--- config.mk ---
export PLATFORM = sky130hd
export DESIGN_NAME = cla_pipe_adder
export DESIGN_NICKNAME = d
export VERILOG_FILES = /design/src/rtl/cla_pkg.sv /design/src/rtl/cla_group4.sv /design/src/rtl/cla_pipe_adder.sv
export SDC_FILE = /design/constraint.sdc
export NUM_CORES = 1
export LEC_CHECK = 0
export ABC_AREA = 1
export BUFFER_PORTS_ARGS = -buffer_cell sky130_fd_sc_hd__buf_2
export CAP_MARGIN = 20
export CORE_AREA = 2 2 117 119
export DETAILED_ROUTE_END_ITERATION = 8
export DIE_AREA = 0 0 119 121
export PLACE_DENSITY = 0.8
export SLEW_MARGIN = 10
export SYNTH_ARGS = -nofsm -noshare
export SYNTH_HDL_FRONTEND = slang
export SYNTH_SLANG_ARGS = --single-unit
--- constraint.sdc ---
create_clock -name clk -period 2.6 [get_ports clk]
set_input_delay 0.78 -clock clk [delete_from_list [all_inputs] [get_ports clk]]
set_output_delay 0.78 -clock clk [all_outputs]
set_load 0.02 [all_outputs]
--- src/rtl/cla_pkg.sv ---
// Shared definitions for the pipelined carry-lookahead adder: group size,
// the stage-1 payload carried between the two pipeline stages, and the
// 4-bit lookahead equations used both for group generate/propagate and
// for the in-group carries.
// Optional feature macro: CLA_SAT_EN (saturating result on signed overflow).
package cla_pkg;

    localparam int CLA_GRP   = 4;
    localparam int CLA_MAX_W = 64;
    localparam int CLA_MAX_G = CLA_MAX_W / CLA_GRP;

    // Sized for the widest legal adder; narrower instances leave the upper
    // bits at zero and they drop out in synthesis.
    typedef struct packed {
        logic [CLA_MAX_W-1:0] g;
        logic [CLA_MAX_W-1:0] p;
        logic [CLA_MAX_W-1:0] x;
        logic [CLA_MAX_G-1:0] gg;
        logic [CLA_MAX_G-1:0] gp;
        logic                 c0;
        logic                 a_msb;
        logic                 be_msb;
        logic                 sat;
    } cla_s1_t;

    function automatic logic [4:1] cla_carries(input logic [3:0] g,
                                               input logic [3:0] p,
                                               input logic       ci);
        logic [4:1] c;
        c[1] = g[0] | (p[0] & ci);
        c[2] = g[1] | (p[1] & g[0]) | (p[1] & p[0] & ci);
        c[3] = g[2] | (p[2] & g[1]) | (p[2] & p[1] & g[0])
             | (p[2] & p[1] & p[0] & ci);
        c[4] = g[3] | (p[3] & g[2]) | (p[3] & p[2] & g[1])
             | (p[3] & p[2] & p[1] & g[0]) | (p[3] & p[2] & p[1] & p[0] & ci);
        return c;
    endfunction

    function automatic logic cla_grp_gg(input logic [3:0] g, input logic [3:0] p);
        return g[3] | (p[3] & g[2]) | (p[3] & p[2] & g[1]) | (p[3] & p[2] & p[1] & g[0]);
    endfunction

    function automatic logic cla_grp_gp(input logic [3:0] p);
        return &p;
    endfunction

endpackage

--- src/rtl/cla_group4.sv ---
// Combinational 4-bit lookahead unit: from per-bit generate/propagate and
// the group carry-in, produces the carries into bits 1..4 of the group plus
// the group generate/propagate terms.
module cla_group4
    import cla_pkg::*;
(
    input  logic [3:0] g,
    input  logic [3:0] p,
    input  logic       cgrp,
    output logic [4:1] c,
    output logic       gg,
    output logic       gp
);

    assign c  = cla_carries(g, p, cgrp);
    assign gg = cla_grp_gg(g, p);
    assign gp = cla_grp_gp(p);

endmodule

--- src/rtl/cla_pipe_adder.sv ---
// Two-stage pipelined carry-lookahead adder/subtractor with valid/ready.
// Stage 1 registers per-bit G/P/X and per-group GG/GP; stage 2 resolves the
// group carries, forms the sum and flags, and holds them while stalled.
// Optional feature macro: CLA_SAT_EN adds the sat input; a saturate request
// on an overflowing beat clamps the sum to the signed extreme.
module cla_pipe_adder
    import cla_pkg::*;
#(
    parameter int WIDTH = 32,
    parameter int NGRP  = WIDTH / CLA_GRP
) (
    input  logic             clk,
    input  logic             rst_n,
    input  logic             in_valid,
    output logic             in_ready,
    input  logic [WIDTH-1:0] a,
    input  logic [WIDTH-1:0] b,
    input  logic             cin,
    input  logic             sub,
`ifdef CLA_SAT_EN
    input  logic             sat,
`endif
    output logic             out_valid,
    input  logic             out_ready,
    output logic [WIDTH-1:0] sum,
    output logic             cout,
    output logic             ovf,
    output logic             zero
);

    if (WIDTH < CLA_GRP || WIDTH > CLA_MAX_W || (WIDTH % CLA_GRP) != 0
        || NGRP != WIDTH / CLA_GRP) begin : g_bad_width
        $error("cla_pipe_adder: WIDTH must be a multiple of 4 in 4..64, NGRP derived");
    end

    logic             v1;
    logic             v2;
    logic             rdy1;
    logic             rdy2;
    logic [WIDTH-1:0] be;
    logic             c0_in;
    logic             sat_in;
    cla_s1_t          s1_d;
    cla_s1_t          s1_q;

    // Ready ripples back from the output; in_valid never feeds in_ready.
    assign rdy2      = !v2 || out_ready;
    assign rdy1      = !v1 || rdy2;
    assign in_ready  = rdy1;
    assign out_valid = v2;

    // Subtraction is a + ~b + 1, so cin is overridden when sub is set.
    assign be    = sub ? ~b : b;
    assign c0_in = sub | cin;

`ifdef CLA_SAT_EN
    assign sat_in = sat;
`else
    assign sat_in = 1'b0;
`endif

    // Stage-1 payload: per-bit terms, group terms and operand signs.
    always_comb begin
        s1_d               = '0;
        s1_d.g[WIDTH-1:0]  = a & be;
        s1_d.p[WIDTH-1:0]  = a | be;
        s1_d.x[WIDTH-1:0]  = a ^ be;
        for (int k = 0; k < NGRP; k++) begin
            s1_d.gg[k] = cla_grp_gg(s1_d.g[k*CLA_GRP +: CLA_GRP], s1_d.p[k*CLA_GRP +: CLA_GRP]);
            s1_d.gp[k] = cla_grp_gp(s1_d.p[k*CLA_GRP +: CLA_GRP]);
        end
        s1_d.c0     = c0_in;
        s1_d.a_msb  = a[WIDTH-1];
        s1_d.be_msb = be[WIDTH-1];
        s1_d.sat    = sat_in;
    end

    // Stage-1 register: loads whenever it is empty or stage 2 will take it.
    always_ff @(posedge clk or negedge rst_n) begin
        if (!rst_n) begin
            v1   <= 1'b0;
            s1_q <= '0;
        end else if (rdy1) begin
            v1 <= in_valid;
            if (in_valid) begin
                s1_q <= s1_d;
            end
        end
    end

    logic [NGRP:0]    gc;
    logic             acc;

    // Each group carry is its own two-level expression of c0, GG and GP,
    // so no group waits on the previous group's resolved carry.
    always_comb begin
        gc    = '0;
        acc   = 1'b0;
        gc[0] = s1_q.c0;
        for (int k = 0; k < NGRP; k++) begin
            acc = s1_q.c0;
            for (int j = 0; j <= k; j++) begin
                acc = s1_q.gg[j] | (s1_q.gp[j] & acc);
            end
            gc[k+1] = acc;
        end
    end

    logic [WIDTH-1:0] carry;
    logic [NGRP-1:0]  unused_gg;
    logic [NGRP-1:0]  unused_gp;
    logic [NGRP-1:0]  unused_c4;

    for (genvar k = 0; k < NGRP; k++) begin : g_grp
        logic [4:1] c;

        cla_group4 u_grp (
            .g    (s1_q.g[k*CLA_GRP +: CLA_GRP]),
            .p    (s1_q.p[k*CLA_GRP +: CLA_GRP]),
            .cgrp (gc[k]),
            .c    (c),
            .gg   (unused_gg[k]),
            .gp   (unused_gp[k])
        );

        assign carry[k*CLA_GRP +: CLA_GRP] = {c[3:1], gc[k]};
        // Carry out of the group is already available as gc[k+1].
        assign unused_c4[k] = c[4];
    end

    logic unused_s1;
    assign unused_s1 = ^{s1_q, unused_gg, unused_gp, unused_c4};

    logic [WIDTH-1:0] raw_sum;
    logic [WIDTH-1:0] res_sum;
    logic             res_ovf;
    logic             res_zero;

    assign raw_sum = s1_q.x[WIDTH-1:0] ^ carry;
    assign res_ovf = (s1_q.a_msb == s1_q.be_msb) && (raw_sum[WIDTH-1] != s1_q.a_msb);

`ifdef CLA_SAT_EN
    // Clamp toward the sign of a; ovf stays set to report the clamp.
    always_comb begin
        res_sum = raw_sum;
        if (s1_q.sat && res_ovf) begin
            res_sum = s1_q.a_msb ? {1'b1, {(WIDTH-1){1'b0}}} : {1'b0, {(WIDTH-1){1'b1}}};
        end
    end
`else
    assign res_sum = raw_sum;
`endif

    assign res_zero = (res_sum == '0);

    // Stage-2 register: holds the result while downstream stalls.
    always_ff @(posedge clk or negedge rst_n) begin
        if (!rst_n) begin
            v2   <= 1'b0;
            sum  <= '0;
            cout <= 1'b0;
            ovf  <= 1'b0;
            zero <= 1'b0;
        end else if (rdy2) begin
            v2 <= v1;
            if (v1) begin
                sum  <= res_sum;
                cout <= gc[NGRP];
                ovf  <= res_ovf;
                zero <= res_zero;
            end
        end
    end

endmodule

==> results.cfg <==
[die]
die_area_um2 = 14400
dieWidth_um = 119
num_rows = 42
coreArea_um2 = 13100
die_y_um = 121
io_pins = 107
initial_core_util = 0.576

[clock_tree]
clkLatencyLatePin_ns = 0.41
cts_sinks = 136
cts_root_buf = clkbuf_16
postCtsSetupRepairBufs = 0
postCtsHoldBufs = 0
path_clk_slew_ns = 0.05
cts_tree = yes
htreeDepth = 4
clk_path_buf_depth = 2
cts_buffers = 17
cts_resized = 0

[sta]
min_period_over_period = 0.827
setup_viol = 0
max_slew_margin = 0.481
fmax_mhz = 465
setup_ws_ns = 0.450
min_period_ns = 2.15
clock_skew_ns = 0.00652
rsz0062_at_grt = false
final.setup.tns_ns = 0
drv_slew = 0
hold_viol = 0
worstMarginPinSlew_ns = 0.778

[synth]
synth_top_cell_by_area = dfrtp_1
ys.flop_type = dfrtp_1
synth-async-reset-ratio = 1.00
yosys_warnings = 0
synth_area_um2 = 7540
synth_seq_cells = 136
synth.distinct_cells = 26
synth_area_leaders = dfrtp_1 45%, nand2_1 13%, ha_1 11%
syn_nets = 1057
netlist_top_cells_count = 257 x nand2_1, 136 x dfrtp_1, 135 x inv_1, 87 x o21ai_0, 64 x ha_1
synth_most_common_cell = nand2_1
synth.avg_cell_area_um2 = 8.17
syn_inst = 923
synthDominantCellAreaShare = 0.452
seq_area_frac_synth = 0.452
synth_edf_count = 0

[worst_setup_path]
end_kind = flip-flop
crit_type = flip-flop to flip-flop
worstPathRequired_ns = 2.95
crit_path_start_kind = flip-flop
critPathArrivalTime_ns = 2.50
crit_path_max_fanout = 6

[route]
vias = 6246
wirelength_mm = 16.8
drc = 0
wl_met1_mm = 7.48
antenna_left = 0
drtIter0Drc = 483
wl_met3_um = 717
dr_wl_met2_mm = 8.23
first_pass_iters = 5
wl_per_cell_um = 13.8
top_layer_used = met4
post_drt_via_cell_ratio = 5.13

[final_layout]
final_nets = 1163
antenna_cells = 0
design_area_um2 = 8830
area_delta_synth_final_pct = 17.1
fill_cells = 1044
drive_gt1_frac = 0.159

[min_path]
hp-class = input port to asynchronous set/reset pin

[global_routing]
grt_pass1_vias = 6015
grt.overflow.total = 0
grt_max_degree = 137
antenna_found_initial = 0
grtUsageTotal = 0.251
grt_pass1_wl_mm = 28.3

[job]
max_cap_violations = 0

[power]
power.density_nw_per_um2 = 832
leakage_nw = 4.77
ir_drop_mv = 0.537

[place]
place.gp.congestion = 0.852
dpl_cell_area_um2 = 8310
port-buffer-count = 106
dp_hpwl_mm = 12.0
place_ws_ns = 0.353

[run_status]
status = finished clean
-- where the power goes --
group / leakage [nW] / internal, mW / switching, mW
sequential: 1.64 / 2.63 / 0.353
combinational: 2.87 / 0.799 / 1.46
clock: 0.253 / 1.29 / 0.817
total: 4.77 / 4.72 / 2.63
-- registers in the layout, summed over array words and instances (netlist names) --
register   count
carry          1
v1             1
sum           32
zero           1
cout           1
ovf            1
s1_q          98
out_valid      1
-- path summary, 6_finish.rpt --
check | from | slack, ns | to | cells after the start
setup / recovery | carry[0] | 0.45 | zero | 22
hold / removal | rst_n | 0.43 | sum[5] | 2
setup reg to reg | carry[0] | 0.45 | zero | 22
hold reg to reg | sum[4] | 0.48 | sum[4] | 2
max in group asynchronous | rst_n | 1.54 | sum[11] | 2
min in group clk | sum[4] | 0.48 | sum[4] | 2
-- stage by stage --
stage	util	cells	power, mW	hold slack (ns)
floorplan	-	923	4.45	0.447
global placement	0.635	1186	5.19	0.465
detailed placement	0.635	1186	5.25	0.467
CTS	0.675	1218	7.39	0.482
global route	0.675	1218	7.82	0.503
finish	0.675	1218	7.35	0.425
-- layer usage --
metal / vias to the layer above / track usage
met5: - / 0
met3: 34 / 0.0564
met2: 162 / 0.406
met1: 2932 / 0.335
li1: 3118 / -
met4: 0 / 0.0841
-- cell type report --
class / instances / area (um2) / share of cell area
inverter: 136 / 510 / 0.0578
multi-input combinational: 621 / 3510 / 0.398
clock buffer: 29 / 500 / 0.0567
tap: 176 / 220 / 0.0249
timing repair buffer: 117 / 666 / 0.0754
clock inverter: 3 / 15.0 / 0.00170
sequential: 136 / 3400 / 0.385
-- critical path, stage by stage (launching register included) --
cell and delay [ns]:
dfrtp_1 0.44, nand2_2 0.09, nand2_4 0.10, nand2_4 0.06, nand2_4 0.08, nand2_4 0.06
nand2_4 0.09, nand2_4 0.06, nand2_4 0.09, nand2_4 0.05, nand2_4 0.09, nand2_4 0.06
nand2_4 0.10, nand2_4 0.06, nand2_4 0.08, nand2_1 0.07, nand2_1 0.07, nand2_1 0.05
nand2_1 0.13, nand2_1 0.07, nor2_1 0.08, nand2_1 0.05, nand2_1 0.05
-- cells by family after synthesis --
| kind of cell | Yosys count | share of synthesized area |
|---|---|---|
| AOI/OAI and AO/OA | 142 | 0.102 |
| xor gates and xnor gates | 38 | 0.0442 |
| adders and majority gates | 64 | 0.106 |
| buffers and inverters | 166 | 0.0827 |
| DFF | 136 | 0.452 |
| and+or+nand+nor | 377 | 0.213 |
-- placed cells by master, fill, tap and decap left out, types with 13 or more instances in the layout --
cell,n
nand2_1,256
dfrtp_1,136
inv_1,134
buf_2,105
o21ai_0,87
ha_1,64
nor2_1,49
nand3_1,42
xnor2_1,33
a21oi_1,27
clkbuf_16,17
a31oi_1,16
nand2_4,13
No activity file was read; power rests on OpenSTA's default activity.
